## src/rtl/uart_tx_param.sv

```systemverilog
// Parametrised UART transmitter.
// Frame layout: start bit (0), DATA_W data bits LSB first, optional parity bit,
// then STOP_BITS stop bits (1). Each bit lasts CLKS_PER_BIT enabled clocks.
//
// Handshake: a word is accepted on a rising clk edge when tx_valid, tx_ready
// and en are all high. tx_ready is high only in IDLE with en high; tx_valid
// and tx_data are don't-care at every other time (no queuing).
//
// en low freezes every register, so bit timing resumes exactly where it
// stopped. tx_ready and done are masked by en so that no handshake is offered
// and no completion is reported while frozen.
module uart_tx_param #(
  parameter int DATA_W       = 8,
  parameter int CLKS_PER_BIT = 16,
  parameter int PARITY       = 0,
  parameter int STOP_BITS    = 1
) (
  input  logic              clk,
  input  logic              rst_,
  input  logic              en,
  input  logic              tx_valid,
  input  logic [DATA_W-1:0] tx_data,
  output logic              tx_ready,
  output logic              txd,
  output logic              busy,
  output logic              done
);

  if (DATA_W < 5 || DATA_W > 9 || CLKS_PER_BIT < 2 || PARITY < 0 || PARITY > 2 ||
      STOP_BITS < 1 || STOP_BITS > 2) begin : g_bad_params
    $error("uart_tx_param: illegal parameter value");
  end

  localparam int BW = $clog2(CLKS_PER_BIT);
  localparam logic [BW-1:0] BAUD_LAST = BW'(CLKS_PER_BIT - 1);
  // done is registered, so it is set on the edge entering the final cycle
  localparam logic [BW-1:0] BAUD_PRE  = BW'(CLKS_PER_BIT - 2);
  localparam logic [3:0]    DATA_LAST = 4'(DATA_W - 1);
  localparam logic [3:0]    STOP_LAST = 4'(STOP_BITS - 1);
  localparam logic          ODD_PAR   = (PARITY == 2);

  typedef enum logic [2:0] {
    S_IDLE   = 3'd0,
    S_START  = 3'd1,
    S_DATA   = 3'd2,
    S_PARITY = 3'd3,
    S_STOP   = 3'd4
  } state_t;

  state_t            state_q, state_d;
  logic [BW-1:0]     baud_q, baud_d;
  logic [3:0]        bit_q, bit_d;
  logic [DATA_W-1:0] shift_q, shift_d;
  logic              par_q, par_d;
  logic              txd_q, txd_d;
  logic              busy_q, busy_d;
  logic              ready_q, ready_d;
  logic              done_q, done_d;
  logic              baud_last;

  assign baud_last = (baud_q == BAUD_LAST);

  // State register and all registered outputs; reset forces an idle line.
  always_ff @(posedge clk or negedge rst_) begin
    if (!rst_) begin
      state_q <= S_IDLE;
      baud_q  <= '0;
      bit_q   <= '0;
      shift_q <= '0;
      par_q   <= 1'b0;
      txd_q   <= 1'b1;
      busy_q  <= 1'b0;
      ready_q <= 1'b1;
      done_q  <= 1'b0;
    end else begin
      state_q <= state_d;
      baud_q  <= baud_d;
      bit_q   <= bit_d;
      shift_q <= shift_d;
      par_q   <= par_d;
      txd_q   <= txd_d;
      busy_q  <= busy_d;
      ready_q <= ready_d;
      done_q  <= done_d;
    end
  end

  // Next-state and next-output logic; everything holds while en is low.
  always_comb begin
    state_d = state_q;
    baud_d  = baud_q;
    bit_d   = bit_q;
    shift_d = shift_q;
    par_d   = par_q;
    txd_d   = txd_q;
    busy_d  = busy_q;
    ready_d = ready_q;
    done_d  = done_q;
    if (en) begin
      done_d = 1'b0;
      if (state_q != S_IDLE) begin
        baud_d = baud_last ? '0 : baud_q + BW'(1);
      end
      case (state_q)
        S_IDLE: begin
          if (tx_valid && ready_q) begin
            shift_d = tx_data;
            // parity is frozen from the accepted word, not from live tx_data
            par_d   = (^tx_data) ^ ODD_PAR;
            state_d = S_START;
            txd_d   = 1'b0;
            busy_d  = 1'b1;
            ready_d = 1'b0;
            baud_d  = '0;
            bit_d   = '0;
          end
        end
        S_START: begin
          if (baud_last) begin
            state_d = S_DATA;
            txd_d   = shift_q[0];
          end
        end
        S_DATA: begin
          if (baud_last) begin
            shift_d = {1'b0, shift_q[DATA_W-1:1]};
            if (bit_q == DATA_LAST) begin
              bit_d = '0;
              if (PARITY != 0) begin
                state_d = S_PARITY;
                txd_d   = par_q;
              end else begin
                state_d = S_STOP;
                txd_d   = 1'b1;
              end
            end else begin
              bit_d = bit_q + 4'd1;
              txd_d = shift_q[1];
            end
          end
        end
        S_PARITY: begin
          if (baud_last) begin
            state_d = S_STOP;
            txd_d   = 1'b1;
            bit_d   = '0;
          end
        end
        S_STOP: begin
          done_d = (bit_q == STOP_LAST) && (baud_q == BAUD_PRE);
          if (baud_last) begin
            if (bit_q == STOP_LAST) begin
              state_d = S_IDLE;
              busy_d  = 1'b0;
              ready_d = 1'b1;
              bit_d   = '0;
            end else begin
              bit_d = bit_q + 4'd1;
            end
          end
        end
        default: begin
          state_d = S_IDLE;
          txd_d   = 1'b1;
          busy_d  = 1'b0;
          ready_d = 1'b1;
        end
      endcase
    end
  end

  assign txd      = txd_q;
  assign busy     = busy_q;
  assign tx_ready = ready_q & en;
  assign done     = done_q & en;

endmodule

```

## config.mk

```make
export PLATFORM = sky130hd
export DESIGN_NAME = uart_tx_param
export DESIGN_NICKNAME = d
export VERILOG_FILES = /design/src/rtl/uart_tx_param.sv
export SDC_FILE = /design/constraint.sdc
export NUM_CORES = 1
export LEC_CHECK = 0
export CORE_MARGIN = 4
export CORE_UTILIZATION = 45
export CTS_CLUSTER_DIAMETER = 120
export CTS_CLUSTER_SIZE = 14
export DETAILED_ROUTE_END_ITERATION = 10
export PLACE_DENSITY = 0.68
export SLEW_MARGIN = 5
export SYNTH_ARGS = -nofsm -noshare
export SYNTH_HDL_FRONTEND = slang
export SYNTH_SLANG_ARGS = --single-unit
```

## constraint.sdc

```tcl
create_clock -name clk -period 3.3 [get_ports clk]
set_clock_uncertainty 0.2 [all_clocks]
set_input_delay 0.825 -clock clk [delete_from_list [all_inputs] [get_ports clk]]
set_output_delay 0.825 -clock clk [all_outputs]
set_load 0.005 [all_outputs]
```

After elaboration in Yosys (flattened, before gate mapping)
Cells that the tools add are included.

Register bits: 23. Memories: 0. Bits in read-only memories: 0. Logic and storage cells: 77. Bits in latches: 0. Memory bits (writable): 0.

$add $sub $neg: 2. Equal/unequal tests: 14. Divide/modulo/power cells: 0. $lt $le $gt $ge: 0. Shift-type cells: 0. Multiply operators: 0. Bitwise gates (word level): 4. Reductions and logical operators: 13. Multiplexer cells: 36.

Operator list (number): 4-bit two-way mux (10); 3-bit two-way mux (7); 8-bit two-way mux (2); 4-bit case mux with 4 select lines (1); 8-bit case mux with 2 select lines (1); 3-bit case mux with 5 select lines (1); 2-bit inequality test, second input constant (7); 6-bit AND reduction (2); 1-bit two-way mux (11); 4-bit by 1-bit adder with 4-bit output, second input constant (2); 4-bit equality test, second input constant (2); 8-bit AND reduction (1); 3-bit by 2-bit equality test with 1-bit output, second input constant (2); 1-bit case mux with 3 select lines (2); 1-bit case mux with 5 select lines (1); 5-bit AND reduction (1); 4-bit by 3-bit equality test with 1-bit output, second input constant (1); 4-bit zero test (1); 4-bit AND reduction (1); 4-bit nonzero test (1); 3-bit by 1-bit equality test with 1-bit output, second input constant (1); 3-bit equality test, second input constant (1); 3-bit zero test (1); 3-bit nonzero test (1); other kinds (5) (8).

Depth between registers and ports, before layout
Gate-level depths: netlist of run 1.

Word-level depth: 5. Mapped depth: 6. Gate-level depth less buffers: 6.

Worst setup path after synthesis of run 1
OpenSTA, ideal clock, no wires.

Path type: input -> register. Start: input port en. End: register shift_q[0]. Cell stages on the path: 5. Buffers on the path: 1. Data required time: 2.975 ns. Setup slack: 0.999 ns. Setup time: 0.125 ns. Data arrival time: 1.976 ns. Cell sequence: buf_2 > and2_1 > nand4b_1 > a22oi_4 > mux2_2.

Cells in the longest elaborated chain, start to end: 1.

RTL lines: from (decl) (RTL line 20) `input logic en,`; 4-bit AND reduction (no source line); to (signal assigned) (RTL line 79) `shift_q <= shift_d;`; to (decl) (RTL line 53) `logic [DATA_W-1:0] shift_q, shift_d;`.

Every way passes these cells. A chain may end at the register's enable or synchronous reset.

Worst setup path in the final report of run 1
Start: input port en. End: output port tx_ready.

Cells in the longest elaborated chain, start to end: 1.

RTL lines: 1-bit AND (RTL line 174) `assign tx_ready = ready_q & en;`; to (decl) (RTL line 23) `output logic tx_ready,`.

Every way passes these cells.

==> results of run 1 <==
Yosys cell counts (all sizes together), types with 2 or more instances:
| cell type | n |
|---|---|
| dfrtp | 21 |
| dfstp | 2 |
| o22ai | 2 |
| nand2 | 28 |
| nor3 | 3 |
| and2 | 3 |
| nand3 | 5 |
| inv | 9 |
| nor2 | 5 |
| o31ai | 3 |
| a21oi | 3 |
| buf | 6 |
| mux2i | 2 |
| mux2 | 9 |
| nor3b | 3 |
| a22oi | 3 |
| or3b | 2 |
| ha | 4 |
| o21ai | 10 |
| and3b | 2 |
| and3 | 3 |
layout make-up:
type | count | area, um^2 | area share [%]
Clock buffer | 3 | 22.5 | 1.44
Clock inverter | 1 | 5.00 | 0.319
Inverter | 9 | 33.8 | 2.16
Multi-Input combinational cell | 101 | 716 | 45.7
Sequential cell | 23 | 578 | 36.9
Tap cell | 31 | 38.8 | 2.48
Timing Repair Buffer | 18 | 173 | 11.0
final timing paths:
path	start	endpoint	slack, ps	depth (start not counted)
max in group asynchronous	rst_	txd	1980	2
hold / removal	txd	txd	280	2
setup / recovery	en	tx_ready	290	3
hold reg to reg	txd	txd	280	2
min in group asynchronous	rst_	baud_q[2]	640	2
setup reg to reg	bit_q[0]	state_q[2]	1150	6
sequential cells by signal, summed over array words and instances (netlist names):
name,flops
txd,1
busy,1
state_q,3
baud_q,4
shift_q,8
done_q,1
bit_q,4
ready_q,1
logic make-up (layout without fill, tap and decap cells):
logic type | count (synthesis) | in the layout | share of synthesized area, %
fa+ha+maj | 4 | 4 | 3.65
simple gates | 58 | 58 | 23.1
mux | 11 | 11 | 8.84
buf+inv | 15 | 31 | 5.74
compound gates | 28 | 28 | 16.6
flops | 23 | 23 | 42.1
power breakdown:
group / switching, mW / internal [mW]
registers: 0.118 / 0.407
clock network: 0.0902 / 0.0454
logic: 0.258 / 0.261
total: 0.467 / 0.714
through the flow:
step | hold WS (ps) | worst slack (ps) | utilization, %
floorplan | 247 | 999 | -
CTS | 286 | 272 | 55.4
finish | 279 | 290 | 55.4
global placement | 257 | 291 | 54.4
detailed placement | 266 | 272 | 54.4
global route | 319 | 259 | 55.4
metal layers:
layer / vias to the layer above / share of wire [%]
met5: - / 0
met4: 0 / 0.58
met3: 4 / 5.5
met2: 26 / 47
met1: 493 / 46
li1: 520 / -
critical path, stage by stage:
cell	delay [ps]
clkdlybuf4s50_1	500
and2_1	160
clkdlybuf4s50_1	500
==> flow_metrics.env, run 1 <==
export IMPL_status="completed"
export IMPL_grt_max_degree=24
export IMPL_post_dp_cell_area_um2=1540
export IMPL_ys_flop_type="dfrtp_1"
export IMPL_antenna_left=0
export IMPL_path_clk_slew_ps=130
export IMPL_die_h_um=63.2
export IMPL_cts_resized=0
export IMPL_synth_top_cell_area_share_pct=38.3
export IMPL_wirelength_mm=2.75
export IMPL_clockRootBuffer="clkbuf_4"
export IMPL_core_um2=2830
export IMPL_maxSlewHeadroom_pct=68.9
export IMPL_cp_required_ps=2270
export IMPL_path_max_fanout=3
export IMPL_crit_arrival_ps=1980
export IMPL_clock_path_buffers=2
export IMPL_hpwlAfterDp_mm=1.98
export IMPL_io_buffers=15
export IMPL_final_cell_count_no_fill=186
export IMPL_design_area_um2=1570
export IMPL_io_pins=16
export IMPL_placed_cells=182
export IMPL_yosys_top_cells_area="dfrtp_1 38%, nand2_1 7.4%, mux2_2 5.7%, dfstp_2 3.8%, ha_1 3.6%"
export IMPL_drv_slew=0
export IMPL_syn_cell_area_um2=1370
export IMPL_globalRouteMet3Util_pct=4.62
export IMPL_firstDrtPassIters=5
export IMPL_start_util_pct=48.5
export IMPL_syn_inst=139
export IMPL_gr_usage_met2_pct=22.3
export IMPL_static_leakage_power_nw=0.690
export IMPL_clkSinkCount=23
export IMPL_fmax_mhz=332
export IMPL_tns_ps=0
export IMPL_critPathKind="in2out"
export IMPL_fillerInstances=260
export IMPL_async_flop_share_pct=100
export IMPL_wl_per_cell_um=14.8
export IMPL_cts_buffers=3
export IMPL_total_power_mw=1.18
export IMPL_route_detailed_drc=0
export IMPL_antenna_cells=0
export IMPL_yosys_area_top_type="dfrtp_1"
export IMPL_grt_pass1_wl_mm=4.80
export IMPL_final_cell_mix="27 x nand2_1, 21 x dfrtp_1, 15 x clkdlybuf4s50_1"
export IMPL_die_w_um=63.2
export IMPL_setup_viol=0
export IMPL_critPathLaunchType="input port"
export IMPL_grt_pass1_vias=1020
export IMPL_finalHoldViolations=0
export IMPL_rsz0062_at_grt="false"
export IMPL_postCtsHoldBufs=0
export IMPL_synth_edff_count=0
export IMPL_syn_area_per_cell_um2=9.87
export IMPL_drt_iter0_markers=26
export IMPL_ir_drop_mv=0.506
export IMPL_rows=19
export IMPL_fin_nets=172
export IMPL_overflow=0
export IMPL_tightest_slew_ps=467
export IMPL_synth_nets=155
export IMPL_synth_seq_cells=23
export IMPL_power_density_nw_per_um2=754
export IMPL_ys_types=41
export IMPL_cts_tree="yes"
export IMPL_antenna_found_initial=0
export IMPL_use_met1_pct=20.8
export IMPL_min_path_type="reg2reg"
export IMPL_insertion_delay_ps=320
export IMPL_synth_yosys_seq_area_share_pct=42.1
export IMPL_ys_warn_count=0
export IMPL_cts_setup_buffers=0
export IMPL_drive_gt1_share_pct=16.8
export IMPL_vias=1043
export IMPL_design_die_area_um2=4000
export IMPL_vias_per_cell=5.61
export IMPL_cts_htree_levels=1
export IMPL_period_share_pct=91.2
export IMPL_grt_busiest_layer="met2"
export IMPL_fin_crit_ps=3010
export IMPL_final_common_cell="nand2_1"
export IMPL_syn2layout_area_growth_pct=14.1
export IMPL_gp_congestion=0.807
export IMPL_max_cap_violations=0
export IMPL_grt_usage_pct=14.7
export IMPL_critPathCaptureType="output pin"
Power figures use the tool's default switching activity.
==> inputs of run 2 (changes only) <==
--- a/config.mk
+++ b/config.mk
@@ -5,10 +5,8 @@
 export SDC_FILE = /design/constraint.sdc
 export NUM_CORES = 1
 export LEC_CHECK = 0
-export CORE_MARGIN = 4
 export CORE_UTILIZATION = 45
 export CTS_CLUSTER_DIAMETER = 120
-export CTS_CLUSTER_SIZE = 14
 export DETAILED_ROUTE_END_ITERATION = 10
 export PLACE_DENSITY = 0.68
 export SLEW_MARGIN = 5
==> constraint.sdc (replaced) <==
create_clock -name clk -period 3.3 [get_ports clk]
set_clock_uncertainty 0.2 [all_clocks]
set_input_delay 0.825 -clock clk [delete_from_list [all_inputs] [get_ports clk]]
set_output_delay 0.825 -clock clk [all_outputs]
set_load 0.02 [all_outputs]
==> flow_metrics.env, run 2 (synthesis results as in run 1) <==
export IMPL_static_leakage_power_nw=0.688
export IMPL_hold_path_depth=2
export IMPL_firstDrtPassIters=4
export IMPL_overflow=0
export IMPL_vias=1048
export IMPL_largestRegisters="shift_q x8, baud_q x4, bit_q x4"
export IMPL_io_buffers=15
export IMPL_clkSinkCount=23
export IMPL_final_common_cell="nand2_1"
export IMPL_antenna_left=0
export IMPL_path_clk_slew_ps=130
export IMPL_critPathKind="in2out"
export IMPL_largest_register_ffs=8
export IMPL_fin_ws_ps=178
export IMPL_drive_gt1_share_pct=16.1
export IMPL_cp_startpoint="en"
export IMPL_grt_pass1_vias=1017
export IMPL_wl_per_cell_um=14.6
export IMPL_fin_crit_ps=3120
export IMPL_cts_resized=0
export IMPL_timing_critical_path_buf_inv=2
export IMPL_path_max_fanout=3
export IMPL_antenna_cells=0
export IMPL_die_w_um=57.2
export IMPL_drt_iter0_markers=12
export IMPL_rr_worst_depth=4
export IMPL_status="completed"
export IMPL_wirelength_mm=2.71
export IMPL_cp_required_ps=2270
export IMPL_cts_htree_levels=1
export IMPL_fillerInstances=245
export IMPL_tns_ps=0
export IMPL_setup_viol=0
export IMPL_fmax_mhz=320
export IMPL_hp_start="txd"
export IMPL_path_common_cell="clkdlybuf4s50_1"
export IMPL_core_um2=2830
export IMPL_route_detailed_drc=0
export IMPL_start_util_pct=48.5
export IMPL_hpwlAfterDp_mm=2.02
export IMPL_grt_max_degree=24
export IMPL_period_share_pct=94.6
export IMPL_tightest_slew_ps=499
export IMPL_critPathCaptureType="output pin"
export IMPL_drv_slew=0
export IMPL_r2r_start="state_q[1]"
export IMPL_critical_path_top_delay_family="buffers and inverters"
export IMPL_antenna_found_initial=0
export IMPL_placed_cells=182
export IMPL_insertion_delay_ps=310
export IMPL_syn2layout_area_growth_pct=14.0
export IMPL_whs_ps=265
export IMPL_maxSlewHeadroom_pct=66.7
export IMPL_place_ws_ps=175
export IMPL_io_pins=16
export IMPL_postCtsHoldBufs=0
export IMPL_cts_setup_buffers=0
export IMPL_rsz0062_at_grt="false"
export IMPL_crit_chain="clkdlybuf4s50_1, and2_1, clkdlybuf4s50_1"
export IMPL_cts_tree="yes"
export IMPL_total_power_mw=1.19
export IMPL_min_path_type="reg2reg"
export IMPL_grt_usage_pct=18.6
export IMPL_ir_drop_mv=0.391
export IMPL_final_cell_count_no_fill=186
export IMPL_fin_nets=172
export IMPL_cts_buffers=3
export IMPL_final_cell_mix="27 x nand2_1, 21 x dfrtp_1, 15 x clkdlybuf4s50_1"
export IMPL_rows=19
export IMPL_worst_path_max_delay_cell="clkdlybuf4s50_1"
export IMPL_crit_arrival_ps=2100
export IMPL_cpPeakStageDelay_ps=600
export IMPL_power_density_nw_per_um2=762
export IMPL_design_die_area_um2=3280
export IMPL_max_cap_violations=0
export IMPL_clock_path_buffers=2
export IMPL_gp_congestion=0.852
export IMPL_critPathLaunchType="input port"
export IMPL_largest_register="shift_q"
export IMPL_crit_cells=3
export IMPL_grt_pass1_wl_mm=4.66
export IMPL_finalHoldViolations=0
export IMPL_clockRootBuffer="clkbuf_4"
export IMPL_vias_per_cell=5.63
export IMPL_die_h_um=57.2
run 2: worst paths after layout:
path | end | slack [ps]
worst max-delay path | tx_ready | 180
worst min-delay path | txd | 270
worst max register to register | shift_q[5] | 1120
worst min register to register | txd | 270
max in group asynchronous | txd | 1970
min in group asynchronous | busy | 640
run 2: worst min-delay path, delay by kind of cell, from the launching register on:
family	cells	cell delay, ps
AOI/OAI and AO/OA	1	50
DFF	1	390
buffers and inverters	1	40
run 2: final cells by class:
| type | instances | area, um^2 | area share (%) |
|---|---|---|---|
| timing repair buffer | 18 | 173 | 11.0 |
| tap | 31 | 38.8 | 2.48 |
| multi-input combinational | 101 | 716 | 45.7 |
| inverter | 9 | 33.8 | 2.16 |
| clock buffer | 4 | 26.3 | 1.68 |
| sequential | 23 | 578 | 36.9 |
run 2: power breakdown:
| part | total, mW | leakage (nW) | internal [mW] | switching, mW |
|---|---|---|---|---|
| clock network | 0.129 | 0.0150 | 0.0472 | 0.0820 |
| logic | 0.540 | 0.385 | 0.263 | 0.278 |
| registers | 0.524 | 0.288 | 0.408 | 0.116 |
| total | 1.19 | 0.688 | 0.717 | 0.476 |
run 2: stage by stage:
step / area (um^2) / util, %
2_1_floorplan: 1370 / -
5_1_grt: 1570 / 55.3
6_report: 1570 / 55.3
3_5_place_dp: 1540 / 54.4
4_1_cts: 1570 / 55.3
3_3_place_gp: 1540 / 54.4
run 2: routing by layer:
| layer | share of wire (%) | up-vias | GRT usage (%) |
|---|---|---|---|
| met4 | 0.63 | 0 | 4.53 |
| li1 | - | 520 | - |
| met5 | 0 | - | 0 |
| met2 | 53 | 23 | 32.1 |
| met1 | 43 | 503 | 23.5 |
| met3 | 3.8 | 2 | 4.54 |
==> inputs of run 3 (changes only) <==
--- a/config.mk
+++ b/config.mk
@@ -5,6 +5,7 @@
 export SDC_FILE = /design/constraint.sdc
 export NUM_CORES = 1
 export LEC_CHECK = 0
+export ABC_AREA = 1
 export CORE_UTILIZATION = 45
 export CTS_CLUSTER_DIAMETER = 120
 export DETAILED_ROUTE_END_ITERATION = 10
==> flow_metrics.env, run 3 <==
export IMPL_status="completed"
export IMPL_final_cell_mix="71 x nand2_1, 21 x dfrtp_1, 19 x nand3_1"
export IMPL_post_dp_cell_area_um2=1610
export IMPL_drt_iter0_markers=22
export IMPL_rr_worst_depth=8
export IMPL_start_util_pct=46.9
export IMPL_r2r_start="state_q[2]"
export IMPL_synth_yosys_seq_area_share_pct=40.7
export IMPL_drive_gt1_share_pct=13.6
export IMPL_static_leakage_power_nw=0.842
export IMPL_vias_per_cell=4.99
export IMPL_synth_top_cell_area_share_pct=37.0
export IMPL_critical_path_top_delay_family="buffers and inverters"
export IMPL_wirelength_mm=2.85
export IMPL_path_clk_slew_ps=130
export IMPL_syn_area_per_cell_um2=7.55
export IMPL_ys_warn_count=0
export IMPL_rows=20
export IMPL_postCtsHoldBufs=0
export IMPL_async_flop_share_pct=100
export IMPL_crit_arrival_ps=2050
export IMPL_largest_register="shift_q"
export IMPL_antenna_cells=0
export IMPL_crit_cells=4
export IMPL_fin_crit_ps=3070
export IMPL_critPathKind="in2out"
export IMPL_setup_viol=0
export IMPL_min_to="ready_q"
export IMPL_insertion_delay_ps=310
export IMPL_rsz0062_at_grt="false"
export IMPL_core_um2=3030
export IMPL_yosys_top_cells_area="dfrtp_1 37%, nand2_1 19%, nand3_1 6.7%, dfstp_2 3.7%, inv_1 3.7%"
export IMPL_fin_util_pct=54.1
export IMPL_design_die_area_um2=3380
export IMPL_largestRegisters="shift_q x8, baud_q x4, bit_q x4"
export IMPL_clockRootBuffer="clkbuf_4"
export IMPL_vias=1248
export IMPL_yosys_top_cells_count="71 x nand2_1, 21 x dfrtp_1, 19 x nand3_1, 14 x inv_1, 9 x nor2_1"
export IMPL_hold_path_depth=2
export IMPL_path_common_cell="clkdlybuf4s50_1"
export IMPL_wl_per_cell_um=11.4
export IMPL_ys_types=29
export IMPL_gp_congestion=0.852
export IMPL_period_share_pct=93.1
export IMPL_ys_flop_type="dfrtp_1"
export IMPL_syn_cell_area_um2=1420
export IMPL_largest_register_ffs=8
export IMPL_antenna_found_initial=0
export IMPL_clock_path_buffers=2
export IMPL_synth_edff_count=0
export IMPL_ir_drop_mv=0.132
export IMPL_cts_setup_buffers=0
export IMPL_cpPeakStageDelay_ps=590
export IMPL_min_path_type="reg2reg"
export IMPL_grt_pass1_vias=1168
export IMPL_firstDrtPassIters=4
export IMPL_final_common_cell="nand2_1"
export IMPL_timing_critical_path_buf_inv=3
export IMPL_route_detailed_drc=0
export IMPL_power_density_nw_per_um2=274
export IMPL_critPathCaptureType="output pin"
export IMPL_design_area_um2=1640
export IMPL_overflow=0
export IMPL_drv_slew=0
export IMPL_yosys_area_top_type="dfrtp_1"
export IMPL_io_pins=16
export IMPL_die_h_um=58.2
export IMPL_grt_usage_pct=19.4
export IMPL_io_buffers=15
export IMPL_crit_chain="clkdlybuf4s50_1, nand2_1, inv_1, clkdlybuf4s50_1"
export IMPL_cp_required_ps=2270
export IMPL_r2r_slack_ps=1150
export IMPL_synth_seq_cells=23
export IMPL_antenna_left=0
export IMPL_grt_max_degree=24
export IMPL_syn2layout_area_growth_pct=15.4
export IMPL_whs_ps=284
export IMPL_fin_nets=223
export IMPL_fmax_mhz=325
export IMPL_tightest_slew_ps=383
export IMPL_worst_path_max_delay_cell="clkdlybuf4s50_1"
export IMPL_max_cap_violations=0
export IMPL_hpwlAfterDp_mm=2.18
export IMPL_finalHoldViolations=0
export IMPL_r2r_end="shift_q[6]"
export IMPL_path_max_fanout=4
export IMPL_die_w_um=58.2
export IMPL_clkSinkCount=23
export IMPL_cts_tree="yes"
export IMPL_synth_nets=204
export IMPL_cts_htree_levels=1
export IMPL_synth_most_common_cell="nand2_1"
export IMPL_tns_ps=0
export IMPL_grt_pass1_wl_mm=5.03
export IMPL_hp_start="ready_q"
export IMPL_cts_buffers=3
export IMPL_maxSlewHeadroom_pct=74.4
export IMPL_critPathLaunchType="input port"
export IMPL_cts_resized=0
export IMPL_syn_inst=188
==> run 3: layout make-up <==
| cell class | instances | area, um^2 |
|---|---|---|
| well taps | 44 | 55.1 |
| fillers | 311 | 1390 |
| repair buffers | 18 | 173 |
| inverters | 16 | 62.6 |
| clock buffers | 4 | 26.3 |
| multi-input cells | 145 | 743 |
| flip-flops and latches | 23 | 578 |
==> run 3: power by group <==
| part | total [mW] | switching [mW] | internal, mW |
|---|---|---|---|
| sequential | 0.284 | 0.00120 | 0.283 |
| combinational | 0.0334 | 0.0160 | 0.0175 |
| clock | 0.132 | 0.0845 | 0.0472 |
| total | 0.449 | 0.102 | 0.348 |
==> run 3: how the worst max path moves through the flow <==
stage                     to  start
finish              tx_ready     en
global route            done     en
CTS                     done     en
detailed placement  tx_ready     en
global placement    tx_ready     en
floorplan           tx_ready     en
==> run 3: logic make-up (layout without fill, tap and decap cells) <==
family          count (synthesis)  in the layout  synth area share (%)
compound gates                 17             17                  7.41
xor+xnor                        3              3                  1.85
fa+ha+maj                       4              4                  3.53
buf+inv                        20             38                  6.88
flops                          23             23                  40.7
simple gates                  121            121                  39.6
==> run 3: routing by layer <==
| layer | up-vias | routed length [um] | track usage, % |
|---|---|---|---|
| met2 | 23 | 1340 | 33.8 |
| met4 | 0 | 27 | 6.12 |
| met3 | 4 | 81 | 2.68 |
| met5 | - | 0 | 0 |
| li1 | 639 | - | - |
| met1 | 582 | 1400 | 24.8 |
==> run 3: tightest hold or removal path, cell delays in order, from the launching register on <==
cell     delay [ps]
dfstp_2         400
nand2_1          60
nand2_1          40
==> run 3: through the flow <==
step	cells	setup WS, ps	power, mW
final	250	227	0.449
after detailed placement	246	227	0.323
after global routing	250	150	0.469
after floorplan	188	1080	0.300
after CTS	250	226	0.456
after global placement	246	237	0.323
